--- config.mk ---
export PLATFORM = sky130hd
export DESIGN_NAME = axis_video_tp_gen_flat
export DESIGN_NICKNAME = d
export VERILOG_FILES = /design/src/rtl/axis_video_tp_gen_if.sv /design/src/rtl/axis_video_tp_gen.sv /design/src/flat_wrapper.sv
export SDC_FILE = /design/constraint.sdc
export NUM_CORES = 1
export LEC_CHECK = 0
export CAP_MARGIN = 20
export CELL_PAD_IN_SITES_DETAIL_PLACEMENT = 1
export CELL_PAD_IN_SITES_GLOBAL_PLACEMENT = 1
export CORE_MARGIN = 1.5
export CORE_UTILIZATION = 45
export CTS_BUF_LIST = sky130_fd_sc_hd__clkbuf_2 sky130_fd_sc_hd__clkbuf_4 sky130_fd_sc_hd__clkbuf_8
export DETAILED_ROUTE_END_ITERATION = 8
export PLACE_DENSITY_LB_ADDON = 0.2
export REMOVE_ABC_BUFFERS = 1
export SLEW_MARGIN = 15
export SYNTH_ARGS = -nofsm -noshare
export SYNTH_HDL_FRONTEND = slang
export SYNTH_SLANG_ARGS = --single-unit
--- constraint.sdc ---
create_clock -name clk -period 3 [get_ports clk]
set_input_delay 0.3 -clock clk [delete_from_list [all_inputs] [get_ports clk]]
set_output_delay 0.3 -clock clk [all_outputs]
set_load 0.02 [all_outputs]
--- src/rtl/axis_video_tp_gen_if.sv ---
`default_nettype none
// ============================================================================
//  Module   : axis_video_tp_gen_if
//  Purpose  : AXI4-Stream video bus between the test-pattern source and its
//             sink. TUSER[0] carries start-of-frame and TLAST end-of-line.
//  Signals  : tdata  [DATA_W] pixel value
//             tvalid          beat valid (source -> sink)
//             tready          sink ready (sink -> source)
//             tuser           start of frame, first pixel only
//             tlast           end of line, last pixel of each line
//  Modports : master (pattern source), slave (pixel sink)
//  Revision : 1.0  initial release
// ============================================================================
interface axis_video_tp_gen_if #(
  parameter int DATA_W = 8
) ();

  logic [DATA_W-1:0] tdata;
  logic              tvalid;
  logic              tready;
  logic              tuser;
  logic              tlast;

  modport master (
    output tdata,
    output tvalid,
    output tuser,
    output tlast,
    input  tready
  );

  modport slave (
    input  tdata,
    input  tvalid,
    input  tuser,
    input  tlast,
    output tready
  );

endinterface

`default_nettype wire

--- src/rtl/axis_video_tp_gen.sv ---
`default_nettype none
// ============================================================================
//  Module   : axis_video_tp_gen
//  Purpose  : AXI4-Stream video test-pattern source. Emits frames of
//             cfg_width x cfg_height pixels with SOF on TUSER and EOL on
//             TLAST, optional inter-line blanking and full backpressure.
//             Configuration is sampled only at frame start; dropping the
//             enable lets the running frame complete.
//  Ports    : clk, rstn       clock, synchronous active-low reset
//             cfg_enable      run request (asynchronous, synchronised here)
//             cfg_type        0 x ramp, 1 y ramp, 2 checkerboard,
//                             3 frame_cnt + x
//             cfg_width       pixels per line
//             cfg_height      lines per frame
//             cfg_hblank      TVALID-low cycles after each non-final TLAST
//             m_axis          AXI4-Stream master (tdata/tvalid/tready/
//                             tuser/tlast)
//             busy            high whenever the generator is not idle
//             cfg_err         one-cycle pulse when a zero-sized frame is
//                             refused
//             frame_cnt       completed frames, wraps modulo 256
//  Revision : 1.0  initial release
// ============================================================================
module axis_video_tp_gen #(
  parameter int DATA_W   = 8,
  parameter int DIM_W    = 12,
  parameter int BLANK_W  = 8,
  parameter int CHK_LOG2 = 3
) (
  input  logic                clk,
  input  logic                rstn,
  input  logic                cfg_enable,
  input  logic [1:0]          cfg_type,
  input  logic [DIM_W-1:0]    cfg_width,
  input  logic [DIM_W-1:0]    cfg_height,
  input  logic [BLANK_W-1:0]  cfg_hblank,
  axis_video_tp_gen_if.master m_axis,
  output logic                busy,
  output logic                cfg_err,
  output logic [7:0]          frame_cnt
);

  typedef enum logic [1:0] {
    S_IDLE   = 2'd0,
    S_LOAD   = 2'd1,
    S_ACTIVE = 2'd2,
    S_HBLANK = 2'd3
  } state_t;

  localparam logic [1:0] PAT_XRAMP = 2'd0;
  localparam logic [1:0] PAT_YRAMP = 2'd1;
  localparam logic [1:0] PAT_CHECK = 2'd2;

  // --------------------------------------------------------------------------
  // State
  // --------------------------------------------------------------------------
  state_t             state_q,      state_d;
  logic               en_meta_q;
  logic               en_q;

  // Shadow configuration, only written in LOAD
  logic [1:0]         type_q,       type_d;
  logic [DIM_W-1:0]   width_q,      width_d;
  logic [DIM_W-1:0]   height_q,     height_d;
  logic [BLANK_W-1:0] hblank_q,     hblank_d;

  // Coordinates of the next pixel to be placed in the output register
  logic [DIM_W-1:0]   x_q,          x_d;
  logic [DIM_W-1:0]   y_q,          y_d;
  logic [BLANK_W-1:0] blank_cnt_q,  blank_cnt_d;
  // The beat in the output register is the last pixel of the frame
  logic               frame_last_q, frame_last_d;

  // Output register
  logic [DATA_W-1:0]  tdata_q,      tdata_d;
  logic               tvalid_q,     tvalid_d;
  logic               tuser_q,      tuser_d;
  logic               tlast_q,      tlast_d;

  logic               cfg_err_q,    cfg_err_d;
  logic [7:0]         frame_cnt_q,  frame_cnt_d;

  // --------------------------------------------------------------------------
  // Pixel pattern for coordinate (x, y)
  // --------------------------------------------------------------------------
  function automatic logic [DATA_W-1:0] pixel(
    input logic [1:0]       t,
    input logic [DIM_W-1:0] x,
    input logic [DIM_W-1:0] y,
    input logic [7:0]       fc
  );
    logic [DATA_W-1:0] r;
    case (t)
      PAT_XRAMP: r = DATA_W'(x);
      PAT_YRAMP: r = DATA_W'(y);
      PAT_CHECK: r = {DATA_W{x[CHK_LOG2] ^ y[CHK_LOG2]}};
      default:   r = DATA_W'(fc) + DATA_W'(x);
    endcase
    return r;
  endfunction

  // --------------------------------------------------------------------------
  // Next-state and output logic
  // --------------------------------------------------------------------------
  logic load_en;     // output register may take a new value this cycle
  logic hold_eol;    // current beat ends a line that needs a pause after it
  logic load_beat;   // place pixel (x_q, y_q) into the output register
  logic x_at_end;
  logic y_at_end;

  always_comb begin
    state_d      = state_q;
    type_d       = type_q;
    width_d      = width_q;
    height_d     = height_q;
    hblank_d     = hblank_q;
    x_d          = x_q;
    y_d          = y_q;
    blank_cnt_d  = blank_cnt_q;
    frame_last_d = frame_last_q;
    tdata_d      = tdata_q;
    tvalid_d     = tvalid_q;
    tuser_d      = tuser_q;
    tlast_d      = tlast_q;
    cfg_err_d    = 1'b0;
    frame_cnt_d  = frame_cnt_q;
    load_beat    = 1'b0;

    load_en  = !tvalid_q || m_axis.tready;
    x_at_end = (x_q == width_q  - DIM_W'(1));
    y_at_end = (y_q == height_q - DIM_W'(1));
    // A TLAST beat stops the pixel pipeline until it is accepted when either
    // the frame ends there or blanking must follow it. With zero blanking the
    // next line streams on without a bubble.
    hold_eol = tvalid_q && tlast_q && (frame_last_q || (hblank_q != '0));

    case (state_q)
      S_IDLE: begin
        if (en_q) begin
          state_d = S_LOAD;
        end
      end

      S_LOAD: begin
        type_d       = cfg_type;
        width_d      = cfg_width;
        height_d     = cfg_height;
        hblank_d     = cfg_hblank;
        x_d          = '0;
        y_d          = '0;
        frame_last_d = 1'b0;
        if ((cfg_width == '0) || (cfg_height == '0)) begin
          cfg_err_d = 1'b1;
          state_d   = S_IDLE;
        end else begin
          state_d   = S_ACTIVE;
        end
      end

      S_ACTIVE: begin
        if (load_en) begin
          if (hold_eol) begin
            // tvalid_q is high here, so load_en means the TLAST beat is taken
            tvalid_d = 1'b0;
            tuser_d  = 1'b0;
            tlast_d  = 1'b0;
            if (frame_last_q) begin
              frame_cnt_d  = frame_cnt_q + 8'd1;
              frame_last_d = 1'b0;
              state_d      = en_q ? S_LOAD : S_IDLE;
            end else begin
              blank_cnt_d  = hblank_q;
              state_d      = S_HBLANK;
            end
          end else begin
            load_beat = 1'b1;
          end
        end
      end

      S_HBLANK: begin
        // The first pixel of the next line is loaded during the last blanking
        // cycle so that TVALID is low for exactly hblank cycles.
        if (blank_cnt_q <= BLANK_W'(1)) begin
          load_beat = 1'b1;
          state_d   = S_ACTIVE;
        end else begin
          blank_cnt_d = blank_cnt_q - BLANK_W'(1);
        end
      end

      default: begin
        state_d = S_IDLE;
      end
    endcase

    if (load_beat) begin
      tdata_d      = pixel(type_q, x_q, y_q, frame_cnt_q);
      tvalid_d     = 1'b1;
      tuser_d      = (x_q == '0) && (y_q == '0);
      tlast_d      = x_at_end;
      frame_last_d = x_at_end && y_at_end;
      if (x_at_end) begin
        x_d = '0;
        y_d = y_at_end ? '0 : (y_q + DIM_W'(1));
      end else begin
        x_d = x_q + DIM_W'(1);
      end
    end
  end

  // --------------------------------------------------------------------------
  // Registers
  // --------------------------------------------------------------------------
  always_ff @(posedge clk) begin
    if (!rstn) begin
      state_q      <= S_IDLE;
      en_meta_q    <= 1'b0;
      en_q         <= 1'b0;
      type_q       <= '0;
      width_q      <= '0;
      height_q     <= '0;
      hblank_q     <= '0;
      x_q          <= '0;
      y_q          <= '0;
      blank_cnt_q  <= '0;
      frame_last_q <= 1'b0;
      tdata_q      <= '0;
      tvalid_q     <= 1'b0;
      tuser_q      <= 1'b0;
      tlast_q      <= 1'b0;
      cfg_err_q    <= 1'b0;
      frame_cnt_q  <= '0;
    end else begin
      state_q      <= state_d;
      en_meta_q    <= cfg_enable;
      en_q         <= en_meta_q;
      type_q       <= type_d;
      width_q      <= width_d;
      height_q     <= height_d;
      hblank_q     <= hblank_d;
      x_q          <= x_d;
      y_q          <= y_d;
      blank_cnt_q  <= blank_cnt_d;
      frame_last_q <= frame_last_d;
      tdata_q      <= tdata_d;
      tvalid_q     <= tvalid_d;
      tuser_q      <= tuser_d;
      tlast_q      <= tlast_d;
      cfg_err_q    <= cfg_err_d;
      frame_cnt_q  <= frame_cnt_d;
    end
  end

  // --------------------------------------------------------------------------
  // Outputs
  // --------------------------------------------------------------------------
  assign m_axis.tdata  = tdata_q;
  assign m_axis.tvalid = tvalid_q;
  assign m_axis.tuser  = tuser_q;
  assign m_axis.tlast  = tlast_q;
  assign busy          = (state_q != S_IDLE);
  assign cfg_err       = cfg_err_q;
  assign frame_cnt     = frame_cnt_q;

endmodule

`default_nettype wire

--- src/flat_wrapper.sv ---
// flat-port wrapper written by rule: the top's interface ports become plain ports
module axis_video_tp_gen_flat 
#(
  parameter int DATA_W   = 8,
  parameter int DIM_W    = 12,
  parameter int BLANK_W  = 8,
  parameter int CHK_LOG2 = 3
)
  (clk, rstn, cfg_enable, cfg_type, cfg_width, cfg_height, cfg_hblank, busy, cfg_err, frame_cnt, m_axis_tdata, m_axis_tvalid, m_axis_tuser, m_axis_tlast, m_axis_tready);
  axis_video_tp_gen_if #(.DATA_W(DATA_W)) m_axis_i ();
  input  logic clk;
  input  logic rstn;
  input  logic cfg_enable;
  input  logic [1:0] cfg_type;
  input  logic [DIM_W-1:0] cfg_width;
  input  logic [DIM_W-1:0] cfg_height;
  input  logic [BLANK_W-1:0] cfg_hblank;
  output logic busy;
  output logic cfg_err;
  output logic [7:0] frame_cnt;
  output wire logic [$bits(m_axis_i.tdata)-1:0] m_axis_tdata;
  output wire logic [$bits(m_axis_i.tvalid)-1:0] m_axis_tvalid;
  output wire logic [$bits(m_axis_i.tuser)-1:0] m_axis_tuser;
  output wire logic [$bits(m_axis_i.tlast)-1:0] m_axis_tlast;
  input wire logic [$bits(m_axis_i.tready)-1:0] m_axis_tready;
  assign m_axis_tdata = m_axis_i.tdata;
  assign m_axis_tvalid = m_axis_i.tvalid;
  assign m_axis_tuser = m_axis_i.tuser;
  assign m_axis_tlast = m_axis_i.tlast;
  assign m_axis_i.tready = m_axis_tready;
  axis_video_tp_gen #(.DATA_W(DATA_W), .DIM_W(DIM_W), .BLANK_W(BLANK_W), .CHK_LOG2(CHK_LOG2)) u_core (.clk(clk), .rstn(rstn), .cfg_enable(cfg_enable), .cfg_type(cfg_type), .cfg_width(cfg_width), .cfg_height(cfg_height), .cfg_hblank(cfg_hblank), .m_axis(m_axis_i), .busy(busy), .cfg_err(cfg_err), .frame_cnt(frame_cnt));
endmodule
[Word level (Yosys, flattened, before mapping)]
Cells that the tools add are included.
W data, S select, Z words.
Operators by class
  add/subtract/negate cells: 7
  order comparisons: 1
  eq/ne operators: 15
  muxes and demuxes: 34
  bitwise operators: 1
  reduce and logical (&&, ||, !) cells: 28
Operator list (count)
  $mux W12: 7
  $logic_not A12 Y1: 4
  $mux W8: 4
  $add A12 B1 Y12 const B: 2
  $eq A12 B12 Y1: 2
  $pmux W8 S3: 1
  $sub A12 B1 Y12 const B: 2
  $pmux W8 S2: 1
  $mux W1: 12
  $mux W2: 6
  $reduce_bool A2 Y1: 6
  $add A8 B1 Y8 const B: 1
  $add A8 B8 Y8: 1
  $le A8 B1 Y1 const B: 1
  $ne A2 B1 Y1 const B: 4
  $pmux W2 S4: 1
  $reduce_and A4 Y1: 2
  $reduce_bool A8 Y1: 1
  $sub A8 B1 Y8 const B: 1
  $eq A2 B2 Y1 const B: 3
  $ne A3 B1 Y1 const B: 2
  $reduce_and A3 Y1: 2
  $reduce_and A5 Y1: 1
  $eq A2 B1 Y1 const B: 2
  other kinds (9): 17
Storage, ports and cells
  bits in registers: 91
  input bits: 38
  output and inout port bits: 21

[Depth between registers and ports, before layout]
Gate-level depths: netlist of run 1.
  word-level depth: 8
  depth in mapped cells: 10
  gate-level depth less buffers: 10

[Worst setup path after synthesis of run 1]
OpenSTA, ideal clock, no wires.
  kind: flip-flop to flip-flop
  start: register u_core.width_q[0]
  end: register u_core.x_q[2]
  data arrival time: 2.339 ns
  data required time: 2.886 ns
  slack: 0.547 ns
  cell stages (with the launch flop): 11
  path buffers: 1
  period minus slack after synthesis: 2.453 ns
  path through: dfxtp_1 inv_1 ha_1 nand2b_1 a21boi_0 o31ai_1 or4_4 o311ai_4 buf_4 o21ai_1 a21o_1
On the way
  cells in the longest elaborated chain, start to end: 4
RTL lines
  from (decl): line axis_video_tp_gen.sv:63  | logic [DIM_W-1:0] width_q, width_d;
  from (signal assigned): line axis_video_tp_gen.sv:239  | width_q <= width_d;
  $sub A12 B1 Y12: line axis_video_tp_gen.sv:130  | x_at_end = (x_q == width_q - DIM_W'(1));
  $eq A12 B12 Y1: line axis_video_tp_gen.sv:130
  $mux W12: line axis_video_tp_gen.sv:203  | if (x_at_end) begin
  $mux W12: line axis_video_tp_gen.sv:197  | if (load_beat) begin
  to (signal assigned): line axis_video_tp_gen.sv:224  | x_q <= '0;
  to (signal assigned): line axis_video_tp_gen.sv:242  | x_q <= x_d;
  to (decl): line axis_video_tp_gen.sv:68  | logic [DIM_W-1:0] x_q, x_d;
No other way between the ends.
A chain may end at the register's enable or synchronous reset.

[Final worst setup path of run 1]
  start: register u_core.width_q[0]
  end: register u_core.y_q[0]
On the way
  cells in the longest elaborated chain, start to end: 4
RTL lines
  $sub A12 B1 Y12: line axis_video_tp_gen.sv:130
  $eq A12 B12 Y1: line axis_video_tp_gen.sv:130
  $mux W12: line axis_video_tp_gen.sv:203
  $mux W12: line axis_video_tp_gen.sv:197
  to (signal assigned): line axis_video_tp_gen.sv:243  | y_q <= y_d;
  to (decl): line axis_video_tp_gen.sv:69  | logic [DIM_W-1:0] y_q, y_d;
No other way between the ends.

==> flow_metrics.py, run 1 <==
metrics = {
    "routing": {
        "ant_nets": 0,
        "firstDrtPassIters": 4,
        "drc": 0,
        "viasPerCell": 5.73,
        "wire_per_inst_um": 17.7,
        "num_vias": 5116,
        "drtIter0Drc": 226,
        "drt_wl_total_mm": 15.8,
    },
    "global_routing": {
        "grt_max_degree": 44,
        "grt_overflow": 0,
        "grt_use_total_pct": 25.1,
        "grt_pass1_vias": 5302,
        "grt_pass1_wl_mm": 26.0,
        "antenna_found_initial": 0,
    },
    "place": {
        "hpwl_mm": 11.7,
        "port_buffers": 58,
        "finalWeightedCongestion": 0.838,
        "dp.cells": 877,
        "post-place-ws_ps": 89.7,
    },
    "setup_path": {
        "endpoint_kind": "flop",
        "startpoint": "u_core.width_q[0]",
        "arrival_ps": 3020,
        "reg2reg_slack_ps": 240,
        "cp_max_fo": 12,
        "crit_type": "reg2reg",
        "rr_startpoint": "u_core.width_q[0]",
        "critical_path_required_ps": 3260,
        "start_kind": "flop",
    },
    "sta": {
        "fmax_mhz": 362,
        "setup_slack_ps": 237,
        "slew_violations": 0,
        "period_share_pct": 92.1,
        "finalHoldViolations": 0,
        "rsz0062_at_grt": "false",
        "final-setup-viol-count": 0,
        "slew_headroom_pct": 36.9,
        "worst_pin_slew_ps": 946,
        "finClkSkew_ps": 9.49,
        "finalSetupTns_ps": 0,
        "post-route-min-period_ps": 2760,
    },
    "logic_synthesis": {
        "ys.warnings.count": 0,
        "synth_area_mm2": 0.00561,
        "yosysSeqAreaShare_pct": 32.5,
        "postSynthAreaPerCell_um2": 8.37,
        "synthCells": 670,
        "synth_top_cell_by_area": "dfxtp_1",
        "synth_edf_count": 0,
        "async_flop_share_pct": 0,
        "synth_seq_cells": 91,
        "synth_top_area_share_pct": 32.5,
        "yosysUniqueCellTypes": 74,
        "synthTopCellsByArea": "dfxtp_1, mux2i_1, nor2_1, ha_1, xor2_1",
        "yosys_most_used_dff": "dfxtp_1",
    },
    "layout": {
        "syn_to_final_growth_pct": 17.2,
        "fin_cells": 893,
        "drive_above_1_share_pct": 9.24,
        "nFillCells": 1439,
        "final_nets": 781,
        "insertedDiodeCount": 0,
        "finish.utilization_pct": 54.5,
    },
    "worst_hold_path": {
        "hp-class": "reg2reg",
        "hp-start": "u_core.en_meta_q",
    },
    "clocking": {
        "h-tree-depth": 3,
        "root_buffer": "clkbuf_8",
        "cts_tree": "built",
        "cts_sinks": 91,
        "cts_buffer_depth": 2,
        "numCtsBuffers": 9,
        "clk_pin_slew_ps": 90,
        "insertion_delay_ps": 380,
    },
    "power": {
        "p_comb_share_pct": 27.0,
        "ir_drop_v": 0.000283,
        "sw_frac_of_total_pct": 32.7,
        "internal_power_w": 0.00197,
        "p_clk_share_pct": 26.6,
        "p_seq_share_pct": 46.3,
        "leakage_nw": 2.53,
        "switching_power_w": 0.000955,
        "power_density_mw_per_mm2": 445,
    },
    "floorplan": {
        "row_count": 40,
        "fp.dieH_um": 115,
        "io_pins": 59,
        "dieArea_mm2": 0.0131,
        "start_util_pct": 46.5,
        "core_mm2": 0.0121,
        "die_w_um": 115,
    },
    "outcome": {
        "run_status": "completed",
    },
    "job": {
        "maxCapViolations": 0,
    },
}
-- final timing paths --
path / cells past startpoint / endpoint
worst max-delay path: 9 / u_core.y_q[0]
worst min register to register: 1 / u_core.en_q
worst max register to register: 9 / u_core.y_q[0]
worst min-delay path: 1 / u_core.en_q
-- sequential cells by signal, summed over array words and instances, names as in the netlist, 2 cells and up --
register / count
u_core.blank_cnt_q: 8
u_core.frame_cnt: 8
u_core.hblank_q: 8
u_core.height_q: 12
u_core.m_axis.tdata: 8
u_core.state_q: 2
u_core.type_q: 2
u_core.width_q: 12
u_core.x_q: 12
u_core.y_q: 12
-- power groups by stage --
stage          registers [W]  clock network, W  logic (W)
2_1_floorplan        0.00136                 0   0.000556
3_3_place_gp         0.00137                 0   0.000731
3_5_place_dp         0.00138                 0   0.000773
4_1_cts              0.00135          0.000801   0.000782
5_1_grt              0.00136          0.000859   0.000871
6_report             0.00135          0.000779   0.000790
-- final cells by class --
type	instances	area, um2	share of cell area [%]
well taps	168	210	3.20
repair buffers	76	728	11.1
clock buffers	13	160	2.44
clock inverters	2	12.5	0.190
multi-input cells	504	3490	53.2
flip-flops and latches	91	1820	27.7
inverters	39	146	2.23
-- cell families after synthesis --
group                      count (synthesis)  synth area share, %
and+or+nand+nor                          257                 23.8
AOI/OAI and AO/OA                        137                 18.4
muxes                                     43                 7.76
buffers and inverters                     75                 5.53
DFF                                       91                 32.5
xor gates and xnor gates                  45                 7.03
adders and majority gates                 22                 5.04
-- per-layer routing --
metal	routed length, um	global-route usage, %
met1	7250	30.7
met2	7900	44.7
met3	483	5.29
met4	209	6.25
met5	0	0
-- timing repair --
item	4_1_cts	5_1_grt
gates resized for setup	0	2
setup endpoints to repair	0	18
hold buffers	0	0
setup buffers	0	1
-- through the flow --
step	area (um2)	power [W]	hold slack, ps
6_report	6570	0.00292	450
5_1_grt	6570	0.00309	464
4_1_cts	6540	0.00293	458
3_5_place_dp	6360	0.00215	443
3_3_place_gp	6360	0.00210	425
2_1_floorplan	5440	0.00192	412
-- placed cells by master, fill, tap and decap left out, drive strengths merged, types with 12 or more instances in the layout --
master | netlist | layout
a31oi | 12 | 12
nor4 | 21 | 21
nor3 | 19 | 19
xor2 | 25 | 25
nand3 | 23 | 23
clkdlybuf4s50 | 0 | 58
clkbuf | 24 | 13
a21oi | 26 | 26
dfxtp | 91 | 91
nor2 | 89 | 89
ha | 21 | 21
mux2i | 42 | 42
inv | 38 | 38
buf | 12 | 18
o21ai | 31 | 31
nand2 | 39 | 39
xnor2 | 20 | 20
-- Yosys cell counts, drive strengths merged (3+ instances only) --
| cell type | count |
|---|---|
| nand2b | 3 |
| dfxtp | 91 |
| nor2b | 5 |
| or4 | 5 |
| buf | 12 |
| o22ai | 3 |
| o21ai | 31 |
| xor2 | 25 |
| o2111ai | 10 |
| nand3b | 3 |
| o21a | 5 |
| a21oi | 26 |
| xnor2 | 20 |
| nor4 | 21 |
| nand2 | 39 |
| clkbuf | 24 |
| nand4 | 7 |
| nor3b | 10 |
| nor4b | 3 |
| o211ai | 8 |
| o311ai | 5 |
| ha | 21 |
| or3 | 5 |
| a211oi | 3 |
| a21o | 11 |
| mux2i | 42 |
| inv | 38 |
| a2111oi | 3 |
| and3 | 11 |
| a31oi | 12 |
| o221a | 4 |
| nor3 | 19 |
| nor2 | 89 |
| nand3 | 23 |
| a21boi | 3 |
| and2 | 7 |
-- worst max-delay path: stages, from the launching register on --
cell      delay (ps)
dfxtp_1          410
inv_1             70
ha_1             280
nand2b_1         200
a21boi_0         190
o31ai_1          120
or4_4            600
nor4_4           330
or3_4            330
mux2i_1          110
Power figures use the tool's default switching activity.
==> inputs of run 2 (changes only) <==
==> constraint.sdc (replaced) <==
create_clock -name clk -period 3 [get_ports clk]
set_input_delay 0.45 -clock clk [delete_from_list [all_inputs] [get_ports clk]]
set_output_delay 0.45 -clock clk [all_outputs]
set_load 0.02 [all_outputs]
==> run 2 against run 1 <==
  * Highest routed layer unchanged
  * Fmax down 2.1%
  * Hold slack better by 17 ps
  * Flip-flop and latch count unchanged
  * Critical endpoint is now u_core.x_q[4]
  * Sequential share of layout area down 0.16 points
  * Via count down 0.16%
==> flow_metrics.py, run 2 (same netlist as run 1, synthesis figures left out) <==
metrics = {
    "layout": {
        "multi_input_area_mm2": 0.00349,
        "final_common_cell": "dfxtp_1",
        "nFillCells": 1444,
        "final_nets": 781,
        "syn_to_final_growth_pct": 17.9,
        "insertedDiodeCount": 0,
        "regArea_mm2": 0.00182,
        "fin_cells": 894,
        "layout_common_cells": "dfxtp_1, nor2_1, clkdlybuf4s50_1",
        "drive_above_1_share_pct": 9.50,
    },
    "sta": {
        "finalSetupTns_ps": 0,
        "fmax_mhz": 354,
        "setup_slack_ps": 178,
        "period_share_pct": 94.1,
        "post-route-min-period_ps": 2820,
        "finClkSkew_ps": 9.95,
        "rsz0062_at_grt": "false",
        "worst_pin_slew_ps": 805,
        "slew_violations": 0,
        "finalHoldViolations": 0,
        "final-setup-viol-count": 0,
        "slew_headroom_pct": 46.4,
    },
    "routing": {
        "firstDrtPassIters": 4,
        "drtIter0Drc": 185,
        "wire_per_inst_um": 17.6,
        "drt_wl_total_mm": 15.8,
        "num_vias": 5108,
        "drc": 0,
        "viasPerCell": 5.71,
        "ant_nets": 0,
    },
    "clocking": {
        "h-tree-depth": 3,
        "numCtsBuffers": 9,
        "clk_pin_slew_ps": 90,
        "cts_buffer_depth": 2,
        "root_buffer": "clkbuf_8",
        "cts_sinks": 91,
        "insertion_delay_ps": 380,
        "cts_tree": "built",
    },
    "global_routing": {
        "grt_max_degree": 43,
        "grt_overflow": 0,
        "antenna_found_initial": 0,
        "grt_use_total_pct": 24.9,
        "grt_pass1_vias": 5356,
        "grt_pass1_wl_mm": 26.0,
    },
    "setup_path": {
        "rr_startpoint": "u_core.width_q[0]",
        "rr_worst_depth": 10,
        "cp_max_fo": 16,
        "critical_path_required_ps": 3270,
        "start_kind": "flop",
        "endpoint_kind": "flop",
        "startpoint": "u_core.width_q[0]",
        "arrival_ps": 3090,
        "crit_type": "reg2reg",
    },
    "floorplan": {
        "core_mm2": 0.0121,
        "row_count": 40,
        "fp.dieH_um": 115,
        "die_w_um": 115,
        "io_pins": 59,
        "start_util_pct": 46.5,
        "dieArea_mm2": 0.0131,
    },
    "power": {
        "p_clk_share_pct": 29.7,
        "p_seq_share_pct": 44.4,
        "sw_frac_of_total_pct": 32.0,
        "leakage_nw": 2.55,
        "power_density_mw_per_mm2": 460,
        "ir_drop_v": 0.000182,
        "internal_power_w": 0.00207,
        "p_comb_share_pct": 25.9,
        "switching_power_w": 0.000973,
    },
    "place": {
        "post-place-ws_ps": 0.146,
        "dp.cells": 877,
        "port_buffers": 58,
        "hpwl_mm": 11.7,
        "finalWeightedCongestion": 0.844,
    },
    "worst_hold_path": {
        "min_path_cells": 1,
        "hp-start": "u_core.en_meta_q",
        "hp-class": "reg2reg",
    },
    "outcome": {
        "run_status": "completed",
    },
    "job": {
        "maxCapViolations": 0,
    },
}
-- run 2: cell count changes in the layout (fill, tap and decap cells not counted) --
cell	before	now
bufinv_16	0	1
clkbuf_4	3	0
clkbuf_8	10	12
clkinv_2	1	2
nor3b_1	9	8
nor3b_2	0	2
nor3b_4	1	0
-- run 2: power groups by stage --
stage / combinational, W / clock (W) / sequential, W
floorplan: 0.000556 / 0 / 0.00136
global placement: 0.000733 / 0 / 0.00137
detailed placement: 0.000776 / 0 / 0.00138
CTS: 0.000785 / 0.000928 / 0.00135
global route: 0.000862 / 0.000986 / 0.00136
finish: 0.000787 / 0.000904 / 0.00135
-- run 2: timing repair --
action	4_1_cts	5_1_grt
hold buffers	0	0
pin swaps	1	0
gates resized for setup	0	2
setup buffers	1	0
setup endpoints to repair	2	12
-- run 2: final cells by class --
class	instances	share of cell area, %
clock inverter	4	0.719
inverter	39	2.21
clock buffer	12	2.50
sequential	91	27.6
timing repair buffer	76	11.0
multi-input combinational	504	52.8
tap	168	3.18
-- run 2: per-stage QoR --
stage | hold WS, ps | util [%] | area, um2 | total power [W]
5_1_grt | 489 | 54.8 | 6610 | 0.00321
3_5_place_dp | 446 | 52.8 | 6360 | 0.00216
3_3_place_gp | 426 | 52.8 | 6360 | 0.00211
4_1_cts | 471 | 54.7 | 6600 | 0.00306
6_report | 467 | 54.8 | 6610 | 0.00304
2_1_floorplan | 412 | - | 5440 | 0.00192
-- run 2: per-layer routing --
metal  GRT usage, %  vias to the layer above  share of wire (%)
met5              0                        -                  0
met4           9.42                        0                2.0
met3           3.28                       27                2.3
met2           44.4                       69                 49
met1           30.5                     2514                 47
li1               -                     2498                  -
-- run 2: worst paths after layout --
| kind | to | slack, ps |
|---|---|---|
| setup / recovery | u_core.x_q[4] | 180 |
| hold / removal | u_core.en_q | 470 |
| setup reg to reg | u_core.x_q[4] | 180 |
| hold reg to reg | u_core.en_q | 470 |
-- run 2: worst max-delay path: stages, from the launching register on --
cell,delay [ps]
dfxtp_1,430
inv_1,70
ha_1,280
nand2b_1,170
a21boi_0,240
o31ai_1,130
or4_4,590
o311ai_4,320
buf_12,180
o21ai_0,100
a21o_1,190
